File: config.mk
export PLATFORM = sky130hd
export DESIGN_NAME = apb_master_arbiter_flat
export DESIGN_NICKNAME = d
export VERILOG_FILES = /design/src/rtl/apb_arb_pkg.sv /design/src/rtl/apb_master_arbiter_if.sv /design/src/rtl/apb_rr_arbiter.sv /design/src/rtl/apb_master_arbiter.sv /design/src/flat_wrapper.sv
export SDC_FILE = /design/constraint.sdc
export NUM_CORES = 1
export LEC_CHECK = 0
export ABC_AREA = 1
export BUFFER_PORTS_ARGS = -buffer_cell sky130_fd_sc_hd__clkbuf_2
export CORE_AREA = 5 5 154 156
export DETAILED_ROUTE_END_ITERATION = 6
export DIE_AREA = 0 0 159 161
export GPL_ROUTABILITY_DRIVEN = 1
export PLACE_DENSITY = 0.7
export SLEW_MARGIN = 20
export SYNTH_ARGS = -nofsm -noshare
export SYNTH_HDL_FRONTEND = slang
export SYNTH_HIERARCHICAL = 1
export SYNTH_SLANG_ARGS = --single-unit
File: constraint.sdc
create_clock -name hclk -period 4.8 [get_ports hclk]
set_input_delay 0.24 -clock hclk [delete_from_list [all_inputs] [get_ports hclk]]
set_output_delay 0.24 -clock hclk [all_outputs]
set_load 0.05 [all_outputs]
File: src/rtl/apb_arb_pkg.sv
// Shared definitions for the APB master arbiter.
//
// Holds the FSM state encoding, the default parameter values and a helper
// that sizes the round-robin pointer / owner index. Imported by the
// interface, the round-robin arbiter and the top level.
package apb_arb_pkg;

  localparam logic [1:0] ST_IDLE   = 2'b00;
  localparam logic [1:0] ST_SETUP  = 2'b01;
  localparam logic [1:0] ST_ACCESS = 2'b10;

  localparam int DEFAULT_NREQ        = 4;
  localparam int DEFAULT_ADDR_W      = 32;
  localparam int DEFAULT_DATA_W      = 32;
  localparam int DEFAULT_TIMEOUT_CYC = 16;

  // Pointer width for an NREQ-entry requester index, $clog2(NREQ).
  function automatic int ptrWidth(input int nreq);
    return (nreq > 1) ? $clog2(nreq) : 1;
  endfunction

endpackage

File: src/rtl/apb_master_arbiter_if.sv
// Bundle of requester-side and APB-side signals of the arbiter.
//
// Requester side: req_valid/req_write/req_addr/req_wdata in, req_ready out,
//   rsp_valid/rsp_rdata/rsp_err out. req_addr and req_wdata are flattened,
//   requester i sits at [i*W +: W].
// APB side: psel/penable/pwrite/paddr/pwdata out, prdata/pready/pslverr in.
// Modport master is used by the arbiter; slave is the mirror for the
// environment (requesters + APB slave).
interface apb_master_arbiter_if
  import apb_arb_pkg::*;
#(
  parameter int NREQ   = DEFAULT_NREQ,
  parameter int ADDR_W = DEFAULT_ADDR_W,
  parameter int DATA_W = DEFAULT_DATA_W
);

  logic [NREQ-1:0]        req_valid;
  logic [NREQ-1:0]        req_write;
  logic [NREQ*ADDR_W-1:0] req_addr;
  logic [NREQ*DATA_W-1:0] req_wdata;
  logic [NREQ-1:0]        req_ready;
  logic [NREQ-1:0]        rsp_valid;
  logic [DATA_W-1:0]      rsp_rdata;
  logic                   rsp_err;

  logic                   psel;
  logic                   penable;
  logic                   pwrite;
  logic [ADDR_W-1:0]      paddr;
  logic [DATA_W-1:0]      pwdata;
  logic [DATA_W-1:0]      prdata;
  logic                   pready;
  logic                   pslverr;

  modport master (
    input  req_valid, req_write, req_addr, req_wdata, prdata, pready, pslverr,
    output req_ready, rsp_valid, rsp_rdata, rsp_err,
           psel, penable, pwrite, paddr, pwdata
  );

  modport slave (
    output req_valid, req_write, req_addr, req_wdata, prdata, pready, pslverr,
    input  req_ready, rsp_valid, rsp_rdata, rsp_err,
           psel, penable, pwrite, paddr, pwdata
  );

endinterface

File: src/rtl/apb_rr_arbiter.sv
// Round-robin arbiter with its own rotating priority pointer.
//
// Ports:
//   clk_i, rst_ni : clock, asynchronous active-low reset
//   req_i         : request vector, one bit per requester
//   en_i          : a grant may be issued this cycle
//   grant_o       : one-hot grant (zero when disabled or nothing requested)
//   grantIdx_o    : index of the winner of the current search
// The search starts at the pointer and wraps upward; the pointer moves to
// winner+1 only when a grant is actually issued. Reset pointer is 0, so
// requester 0 has top priority after reset.
module apb_rr_arbiter
  import apb_arb_pkg::*;
#(
  parameter int NREQ = DEFAULT_NREQ
) (
  input  logic                       clk_i,
  input  logic                       rst_ni,
  input  logic [NREQ-1:0]            req_i,
  input  logic                       en_i,
  output logic [NREQ-1:0]            grant_o,
  output logic [ptrWidth(NREQ)-1:0]  grantIdx_o
);

  localparam int PTR_W = ptrWidth(NREQ);

  logic [PTR_W-1:0] ptr_q, ptr_d;
  logic [PTR_W-1:0] cand;
  logic [PTR_W-1:0] winIdx;
  logic             found;

  // Wrap-around search from the pointer; first requester found wins.
  always_comb begin
    found   = 1'b0;
    winIdx  = '0;
    cand    = '0;
    grant_o = '0;
    ptr_d   = ptr_q;
    for (int i = 0; i < NREQ; i++) begin
      cand = PTR_W'((int'(ptr_q) + i) % NREQ);
      if (!found && req_i[cand]) begin
        found  = 1'b1;
        winIdx = cand;
      end
    end
    if (en_i && found) begin
      grant_o[winIdx] = 1'b1;
      ptr_d = (winIdx == PTR_W'(NREQ - 1)) ? '0 : winIdx + PTR_W'(1);
    end
  end

  assign grantIdx_o = winIdx;

  // Priority pointer, advanced only when a grant is consumed.
  always_ff @(posedge clk_i or negedge rst_ni) begin
    if (!rst_ni) begin
      ptr_q <= '0;
    end else begin
      ptr_q <= ptr_d;
    end
  end

endmodule

File: src/rtl/apb_master_arbiter.sv
// Shares one APB master port between NREQ requesters.
//
// Ports:
//   hclk    : clock
//   hresetn : asynchronous active-low reset
//   bus     : apb_master_arbiter_if.master (requester handshake, response
//             pulse, APB master signals)
// Round-robin arbitration picks a requester in IDLE or on the completing
// ACCESS cycle; its address/data/direction are registered and driven
// through SETUP and ACCESS. One cycle after completion the owner gets a
// one-cycle rsp_valid with read data (0 for writes) and the error flag.
//
// Optional build macro APB_TIMEOUT_EN: forces completion with rsp_err=1
// after TIMEOUT_CYC ACCESS cycles without pready. Without it ACCESS waits
// on pready indefinitely.
module apb_master_arbiter
  import apb_arb_pkg::*;
#(
  parameter int NREQ        = DEFAULT_NREQ,
  parameter int ADDR_W      = DEFAULT_ADDR_W,
  parameter int DATA_W      = DEFAULT_DATA_W,
  parameter int TIMEOUT_CYC = DEFAULT_TIMEOUT_CYC
) (
  input logic                  hclk,
  input logic                  hresetn,
  apb_master_arbiter_if.master bus
);

  localparam int PTR_W = ptrWidth(NREQ);

  logic [1:0]        state_q, state_d;
  logic [PTR_W-1:0]  owner_q, grantIdx;
  logic [NREQ-1:0]   grant, ownerOneHot, rspValid_q;
  logic [ADDR_W-1:0] paddr_q, selAddr;
  logic [DATA_W-1:0] pwdata_q, selWdata, rspRdata_q;
  logic              pwrite_q, selWrite, rspErr_q;
  logic              inAccess, tmoHit, complete, arbEn, accept;

  assign inAccess = (state_q == ST_ACCESS);
  assign complete = inAccess & (bus.pready | tmoHit);
  // A new transfer may start from IDLE or overlap the completing ACCESS.
  assign arbEn    = (state_q == ST_IDLE) | complete;
  assign accept   = |grant;

  apb_rr_arbiter #(.NREQ(NREQ)) u_rr (
    .clk_i      (hclk),
    .rst_ni     (hresetn),
    .req_i      (bus.req_valid),
    .en_i       (arbEn),
    .grant_o    (grant),
    .grantIdx_o (grantIdx)
  );

  assign bus.req_ready = grant;

`ifdef APB_TIMEOUT_EN
  localparam int TMO_W = $clog2(TIMEOUT_CYC + 1);

  logic [TMO_W-1:0] waitCnt_q, waitCnt_d;

  // Wait-state counter: cleared in SETUP so it starts at 0 on ACCESS entry.
  always_comb begin
    waitCnt_d = waitCnt_q;
    if (state_q == ST_SETUP) begin
      waitCnt_d = '0;
    end else if (inAccess && !bus.pready && !tmoHit) begin
      waitCnt_d = waitCnt_q + TMO_W'(1);
    end
  end

  always_ff @(posedge hclk or negedge hresetn) begin
    if (!hresetn) begin
      waitCnt_q <= '0;
    end else begin
      waitCnt_q <= waitCnt_d;
    end
  end

  assign tmoHit = inAccess & ~bus.pready & (waitCnt_q == TMO_W'(TIMEOUT_CYC - 1));
`else
  logic unusedTimeoutCyc;
  assign unusedTimeoutCyc = ^TIMEOUT_CYC;
  assign tmoHit = 1'b0;
`endif

  // Pick the winner's request fields and decode the owner into a one-hot.
  always_comb begin
    selAddr     = '0;
    selWdata    = '0;
    selWrite    = 1'b0;
    ownerOneHot = '0;
    for (int i = 0; i < NREQ; i++) begin
      if (grantIdx == PTR_W'(i)) begin
        selAddr  = bus.req_addr[i*ADDR_W +: ADDR_W];
        selWdata = bus.req_wdata[i*DATA_W +: DATA_W];
        selWrite = bus.req_write[i];
      end
      ownerOneHot[i] = (owner_q == PTR_W'(i));
    end
  end

  // IDLE -> SETUP -> ACCESS; completion chains straight into SETUP when
  // another request was accepted on the same cycle.
  always_comb begin
    state_d = state_q;
    case (state_q)
      ST_IDLE:   if (accept) state_d = ST_SETUP;
      ST_SETUP:  state_d = ST_ACCESS;
      ST_ACCESS: if (complete) state_d = accept ? ST_SETUP : ST_IDLE;
      default:   state_d = ST_IDLE;
    endcase
  end

  // FSM, captured request, owner and the one-cycle response registers.
  always_ff @(posedge hclk or negedge hresetn) begin
    if (!hresetn) begin
      state_q    <= ST_IDLE;
      owner_q    <= '0;
      paddr_q    <= '0;
      pwdata_q   <= '0;
      pwrite_q   <= 1'b0;
      rspValid_q <= '0;
      rspRdata_q <= '0;
      rspErr_q   <= 1'b0;
    end else begin
      state_q <= state_d;
      if (accept) begin
        owner_q  <= grantIdx;
        paddr_q  <= selAddr;
        pwdata_q <= selWdata;
        pwrite_q <= selWrite;
      end
      if (complete) begin
        rspValid_q <= ownerOneHot;
        rspRdata_q <= (pwrite_q | tmoHit) ? '0 : bus.prdata;
        rspErr_q   <= bus.pslverr | tmoHit;
      end else begin
        rspValid_q <= '0;
        rspRdata_q <= '0;
        rspErr_q   <= 1'b0;
      end
    end
  end

  assign bus.psel      = (state_q != ST_IDLE);
  assign bus.penable   = inAccess;
  assign bus.pwrite    = pwrite_q;
  assign bus.paddr     = paddr_q;
  assign bus.pwdata    = pwdata_q;
  assign bus.rsp_valid = rspValid_q;
  assign bus.rsp_rdata = rspRdata_q;
  assign bus.rsp_err   = rspErr_q;

endmodule

File: src/flat_wrapper.sv
// flat-port wrapper written by rule: the top's interface ports become plain ports
module apb_master_arbiter_flat import apb_arb_pkg::*;
#(
  parameter int NREQ        = DEFAULT_NREQ,
  parameter int ADDR_W      = DEFAULT_ADDR_W,
  parameter int DATA_W      = DEFAULT_DATA_W,
  parameter int TIMEOUT_CYC = DEFAULT_TIMEOUT_CYC
)
  (hclk, hresetn, bus_req_valid, bus_req_write, bus_req_addr, bus_req_wdata, bus_prdata, bus_pready, bus_pslverr, bus_req_ready, bus_rsp_valid, bus_rsp_rdata, bus_rsp_err, bus_psel, bus_penable, bus_pwrite, bus_paddr, bus_pwdata);
  apb_master_arbiter_if #(.NREQ(NREQ), .ADDR_W(ADDR_W), .DATA_W(DATA_W)) bus_i ();
  input logic hclk;
  input logic hresetn;
  input wire logic [$bits(bus_i.req_valid)-1:0] bus_req_valid;
  input wire logic [$bits(bus_i.req_write)-1:0] bus_req_write;
  input wire logic [$bits(bus_i.req_addr)-1:0] bus_req_addr;
  input wire logic [$bits(bus_i.req_wdata)-1:0] bus_req_wdata;
  input wire logic [$bits(bus_i.prdata)-1:0] bus_prdata;
  input wire logic [$bits(bus_i.pready)-1:0] bus_pready;
  input wire logic [$bits(bus_i.pslverr)-1:0] bus_pslverr;
  output wire logic [$bits(bus_i.req_ready)-1:0] bus_req_ready;
  output wire logic [$bits(bus_i.rsp_valid)-1:0] bus_rsp_valid;
  output wire logic [$bits(bus_i.rsp_rdata)-1:0] bus_rsp_rdata;
  output wire logic [$bits(bus_i.rsp_err)-1:0] bus_rsp_err;
  output wire logic [$bits(bus_i.psel)-1:0] bus_psel;
  output wire logic [$bits(bus_i.penable)-1:0] bus_penable;
  output wire logic [$bits(bus_i.pwrite)-1:0] bus_pwrite;
  output wire logic [$bits(bus_i.paddr)-1:0] bus_paddr;
  output wire logic [$bits(bus_i.pwdata)-1:0] bus_pwdata;
  assign bus_i.req_valid = bus_req_valid;
  assign bus_i.req_write = bus_req_write;
  assign bus_i.req_addr = bus_req_addr;
  assign bus_i.req_wdata = bus_req_wdata;
  assign bus_i.prdata = bus_prdata;
  assign bus_i.pready = bus_pready;
  assign bus_i.pslverr = bus_pslverr;
  assign bus_req_ready = bus_i.req_ready;
  assign bus_rsp_valid = bus_i.rsp_valid;
  assign bus_rsp_rdata = bus_i.rsp_rdata;
  assign bus_rsp_err = bus_i.rsp_err;
  assign bus_psel = bus_i.psel;
  assign bus_penable = bus_i.penable;
  assign bus_pwrite = bus_i.pwrite;
  assign bus_paddr = bus_i.paddr;
  assign bus_pwdata = bus_i.pwdata;
  apb_master_arbiter #(.NREQ(NREQ), .ADDR_W(ADDR_W), .DATA_W(DATA_W), .TIMEOUT_CYC(TIMEOUT_CYC)) u_core (.hclk(hclk), .hresetn(hresetn), .bus(bus_i));
endmodule
# --- Word level (Yosys, flattened, before mapping) ---
# Index checks and enable logic that the tools add are counted.
totals:
  ff_bits: 108
  in_bits: 300
  out_inout_bits: 108
  word_cells: 85
classes:
  n_addsub: 4
  n_lt_le_gt_ge: 6
  n_eq_ne: 10
  n_mux: 40
  bitwise_logic: 2
  n_reduce_logical: 14
ops:
  columns: ["op", "n"]
  rows:
  - ["32-bit 2-to-1 mux", 10]
  - ["2-bit by 3-bit less-than comparator with 1-bit output (second input constant)", 5]
  - ["1-bit 2-to-1 mux", 15]
  - ["2-bit 2-to-1 mux", 7]
  - ["2-bit == test (second input constant)", 5]
  - ["1-bit binary-select mux with 2-bit select", 4]
  - ["4-bit 2-to-1 mux", 2]
  - ["2-bit by 1-bit == test with 1-bit output (second input constant)", 3]
  - ["2-bit zero test", 3]
  - ["2-bit case mux with 3 select lines", 1]
  - ["1-bit logical AND", 5]
  - ["2-bit by 1-bit adder with 2-bit output (second input constant)", 2]
  - ["2-bit adder (second input constant)", 2]
  - ["4-bit OR reduction", 1]
  - ["1-bit zero test", 3]
  - ["1-bit demux with 2-bit select", 1]
  - ["2-bit by 1-bit >= comparator with 1-bit output (second input constant)", 1]
  - ["2-bit by 1-bit != test with 1-bit output (second input constant)", 1]
  - ["2-bit != test (second input constant)", 1]
  - ["2-bit AND reduction", 1]
  - ["2-bit nonzero test", 1]
  - ["1-bit AND", 1]
  - ["1-bit bitwise OR", 1]

# --- Logic depth before layout (Yosys ltp) ---
logic_depth:
  ltp_word: 21
  mapped_depth: 21
  ltp_nobuf: 19

# --- Cells and area by module ---
# The synthesis kept the hierarchy.
by_module_without_submodules:
  columns: ["module", "n_inst", "cells_per_inst", "area_each_um2", "seq_area_each_um2"]
  rows:
  - ["apb_master_arbiter", 1, 984, 6399.9, 2652.5]
  - ["apb_rr_arbiter", 1, 84, 457.9, 50.0]

# --- Worst setup path before layout ---
# Ideal clock, no wire load.
synth_timing:
  kind: "register to register"
  startpoint: "register u_core.u_rr.ptr_q[0]"
  endpoint: "register u_core.paddr_q[26], in the netlist u_core/bus.paddr[26]"
  setup_ps: 66
  arrival_ps: 3044
  required_time_ps: 4734
  path_slack_ps: 1691
  stages_incl_launch_ff: 22
  path_buffers: 3
  period_less_slack_ps: 3109
  cell_sequence: "dfrtp_1 -> buf_6 -> nand2_1 -> o21ai_0 -> nand2_1 -> nand2_1 -> nor2_4 -> nand3_1 -> nand3_1 -> nand2_1 -> inv_1 -> ha_1 -> inv_1 -> nor2_1 -> nor2_1 -> nand2_1 -> buf_2 -> buf_2 -> nand2_1 -> inv_1 -> nand2_1 -> nand2_1"
synth_via:
  elab_chain_len: 18
  word_cells_on_any_way: 41
  classes_between: "add/sub: 3; order compare: 2; eq/ne: 3; mux: 23; reduce/logical: 10"
synth_rtl:
  columns: ["element", "line", "text"]
  rows:
  - ["start: declaration", "apb_rr_arbiter.sv:27", "logic [PTR_W-1:0] ptr_q, ptr_d;"]
  - ["start signal: assignment", "apb_rr_arbiter.sv:59", "ptr_q <= ptr_d;"]
  - ["parallel branches: the longest is 11 deep, another holds 2-bit by 1-bit adder with 2-bit output", null, null]
  - ["2-bit 2-to-1 mux (*)", "apb_rr_arbiter.sv:41", "if (!found && req_i[cand]) begin"]
  - ["named net u_core.grantIdx[1]", "apb_master_arbiter.sv:32", "logic [PTR_W-1:0] owner_q, grantIdx;"]
  - ["2-bit by 3-bit less-than comparator with 1-bit output (not written as such) or 2-bit by 1-bit >= comparator with 1-bit output (tied branches)", "apb_rr_arbiter.sv:47", "grant_o[winIdx] = 1'b1;"]
  - ["1-bit logical AND (not written as such)", "apb_rr_arbiter.sv:47", null]
  - ["1-bit 2-to-1 mux (not written as such)", "apb_rr_arbiter.sv:47", null]
  - ["1-bit demux with 2-bit select (*)", "apb_rr_arbiter.sv:47", null]
  - ["4-bit 2-to-1 mux (*)", "apb_rr_arbiter.sv:46", "if (en_i && found) begin"]
  - ["named net bus_req_ready[2]", "flat_wrapper.sv:20", "output wire logic [$bits(bus_i.req_ready)-1:0] bus_req_ready;"]
  - ["4-bit OR reduction (*)", "apb_master_arbiter.sv:43", "assign accept = |grant;"]
  - ["end signal: assignment", "apb_master_arbiter.sv:129", "paddr_q <= selAddr;"]
  - ["end: declaration", "apb_master_arbiter.sv:34", "logic [ADDR_W-1:0] paddr_q, selAddr;"]
# Mark *: on every way through the listed nets, which the timed path passes. The select of a mux whose other input is x is not followed.
# A chain may end at the register's enable or synchronous reset.

# --- Worst setup path after layout ---
layout_timing:
  startpoint: "register u_core.u_rr.ptr_q[0]"
  endpoint: "register u_core.pwdata_q[22], in the netlist u_core/bus.pwdata[22]"
layout_via:
  elab_chain_len: 18
  word_cells_on_any_way: 41
  classes_between: "add/sub: 3; order compare: 2; eq/ne: 3; mux: 23; reduce/logical: 10"
layout_rtl:
  columns: ["element", "line", "text"]
  rows:
  - ["parallel branches: the longest is 11 deep, another holds 2-bit by 1-bit adder with 2-bit output", null, null]
  - ["2-bit 2-to-1 mux (*)", "apb_rr_arbiter.sv:41", null]
  - ["named net u_core.grantIdx[0]", "apb_master_arbiter.sv:32", null]
  - ["2-bit by 3-bit less-than comparator with 1-bit output (not written as such) or 2-bit by 1-bit >= comparator with 1-bit output (tied branches)", "apb_rr_arbiter.sv:47", null]
  - ["1-bit logical AND (not written as such)", "apb_rr_arbiter.sv:47", null]
  - ["1-bit 2-to-1 mux (not written as such)", "apb_rr_arbiter.sv:47", null]
  - ["1-bit demux with 2-bit select", "apb_rr_arbiter.sv:47", null]
  - ["4-bit 2-to-1 mux", "apb_rr_arbiter.sv:46", null]
  - ["4-bit OR reduction", "apb_master_arbiter.sv:43", null]
  - ["end signal: assignment", "apb_master_arbiter.sv:130", "pwdata_q <= selWdata;"]
  - ["end: declaration", "apb_master_arbiter.sv:35", "logic [DATA_W-1:0] pwdata_q, selWdata, rspRdata_q;"]
# Marks and branches as above.

==> qor.yml <==
status: "complete, no violations"
cts.sinks: 108
post_cts_buffers: 0
fmaxAchievable_mhz: 271
final_cells: 1715
dp_cells: 1698
drtAntennaViolNets: 0
worstSkewPairLatency_ns: 0.35
start_util: 0.309
synth_edf_count: 0
min_period_ns: 3.68
yosysSeqAreaShare: 0.394
synth_top_area_frac: 0.394
rrSetupSlack_ns: 1.12
via_per_inst: 4.59
fin_area_um2: 9250
grt_pass1_vias: 7473
critPathRequiredTime_ns: 5.04
numCtsBuffers: 9
skew_ns: 0.00945
worst_slew_pin_slew_ns: 1.05
gr-total-overflow: 0
rows: 55
drv_cap: 0
core_um2: 22200
die_w_um: 159
critPathKind: "flip-flop to flip-flop"
final-max-slew-violation-count: 0
antenna_found_initial: 0
drive_gt1_frac: 0.313
synth.cell_area_um2: 6860
ys_ff_latch: 108
io_pins: 408
worst_slack_ns: 1.12
grt_max_degree: 94
gp_congestion: 0.893
fp.dieH_um: 161
cts_tree: "built"
routedWlPerCell_um: 14.9
rsz0062_at_grt: "no"
htreeDepth: 3
drt-total-wl_um: 25500
synthCells: 1068
insertedDiodeCount: 0
setup_violations: 0
crit_fanout: 93
dieArea_um2: 25600
endpoint_kind: "flip-flop"
drc_errors: 0
slew_headroom: 0.302
synth_nets: 1372
async_flop_share: 1.00
grt_use_total: 0.188
synth_cell_types: 22
setup_tns_ns: 0
drt_pre_antenna_iters: 6
io_buffers: 407
place.detailed.hpwl_um: 19500
synth_area_leaders: "dfrtp_1 (39%), nand2_1 (22%), nand3_1 (15%), inv_1 (8.3%), o21ai_0 (4.7%)"
drt_first_iter_violations: 520
clk_pin_slew_ns: 0.08
critical_path.startpoint_type: "flip-flop"
nets: 1729
ys_warn_count: 6
hold_path.class: "primary input to flip-flop"
placed_cell_area_um2: 8950
grt_pass1_wl_um: 39400
vias: 7875
place_ws_ns: 1.13
synth_ff_type: "dfrtp_1"
area_growth_syn_to_layout_pct: 34.9
arrival_ns: 3.92
final.period_utilization: 0.767
synth_area_per_cell_um2: 6.42
clock-root-buffer: "clkbuf_16"
cts_max_path_buffers: 2
hold_viol: 0
yosysTopAreaCell: "dfrtp_1"
==> placed cells by master, fill, tap and decap left out <==
master,count
nand4_1,1
inv_1,149
ha_1,4
nand3_1,204
nand2_2,4
inv_4,3
inv_8,2
nor2_1,39
a21oi_1,1
o21ai_0,65
inv_2,2
clkbuf_16,9
clkbuf_2,406
nand3b_4,1
nor3_1,4
buf_4,10
clkinvlp_4,2
dfrtp_1,108
dlygate4sd3_1,1
clkinv_4,2
nand2_1,400
or2_2,2
clkinv_2,1
nor2_4,2
o21ai_1,7
nand2_4,1
==> what timing repair did <==
item                       CTS  global route
setup endpoints to repair    0             0
hold buffers                 1             0
resized for setup            0             0
hold endpoints to repair    50             0
==> through the flow <==
stage	hold slack, ns	utilization
floorplan	-0.0556	-
finish	0.0844	0.416
global route	0.0656	0.416
global placement	0.302	0.403
detailed placement	0.307	0.403
CTS	0.0629	0.416
==> layer usage <==
layer,vias to the layer above,track usage,share of wire
met5,-,0,0
met4,0,0.0640,0.025
met3,36,0.0462,0.082
met2,383,0.326,0.49
met1,3461,0.231,0.40
li1,3995,-,-
==> sequential cells by signal, summed over array words and instances, names as in the netlist <==
| name | cells |
|---|---|
| u_core/bus.rsp_rdata | 32 |
| u_core/u_rr/ptr_q | 2 |
| u_core/bus.pwdata | 32 |
| u_core/owner_q | 2 |
| u_core/bus.rsp_err | 1 |
| u_core/state_q | 2 |
| u_core/bus.paddr | 32 |
| u_core/bus.pwrite | 1 |
| u_core/bus.rsp_valid | 4 |
==> critical path, cell delays in order (launching register included) <==
cell      delay, ns
dfrtp_1        0.61
inv_2          0.13
nand2_1        0.10
nand2_2        0.08
o21ai_0        0.24
nand3b_4       0.21
nand3_1        0.19
inv_4          0.12
buf_4          0.65
inv_1          0.59
nand3_1        0.26
nand3_1        0.14
nand2_1        0.09
nand2_1        0.05
==> synth_stat cells (2+ instances only) <==
master and instances:
buf_2 36, buf_4 5, buf_6 7, clkbuf_1 23
dfrtp_1 108, ha_1 4, inv_1 152, inv_2 2
nand2_1 401, nand2_2 3, nand3_1 204, nor2_1 39
nor3_1 4, o21ai_0 65, o21ai_1 7, or2_2 2
==> final cells by class <==
type                            count  area [um2]
Fill cell                        2373       13000
Multi-Input combinational cell    735        3200
Sequential cell                   108        2700
Timing Repair Buffer              417        2120
Inverter                          154         586
Tap cell                          285         357
Clock buffer                        9         225
Clock inverter                      7        60.1
==> logic make-up after synthesis <==
kind of cell | after synthesis | share of synthesized area
buffers and inverters | 225 | 0.140
AOI/OAI and AO/OA | 73 | 0.0533
adders and majority gates | 4 | 0.00730
and+or+nand+nor | 658 | 0.405
DFF | 108 | 0.394
==> path summary, 6_finish.rpt <==
path	from	end	cells after the start
setup / recovery	u_core/u_rr/ptr_q[0]$_DFFE_PN0P_	u_core/bus.pwdata[22]$_DFFE_PN0P_	13
hold / removal	bus_prdata[2]	u_core/bus.rsp_rdata[2]$_DFF_PN0_	3
setup reg to reg	u_core/u_rr/ptr_q[0]$_DFFE_PN0P_	u_core/bus.pwdata[22]$_DFFE_PN0P_	13
hold reg to reg	u_core/owner_q[0]$_DFFE_PN0P_	u_core/bus.rsp_valid[2]$_DFF_PN0_	1
max in group asynchronous	hresetn	u_core/bus.pwdata[14]$_DFFE_PN0P_	3
min in group asynchronous	hresetn	u_core/bus.rsp_rdata[5]$_DFF_PN0_	2
Power is not shown: default switching activity piles up to over one toggle a cycle in this logic, so the estimate is an artifact.
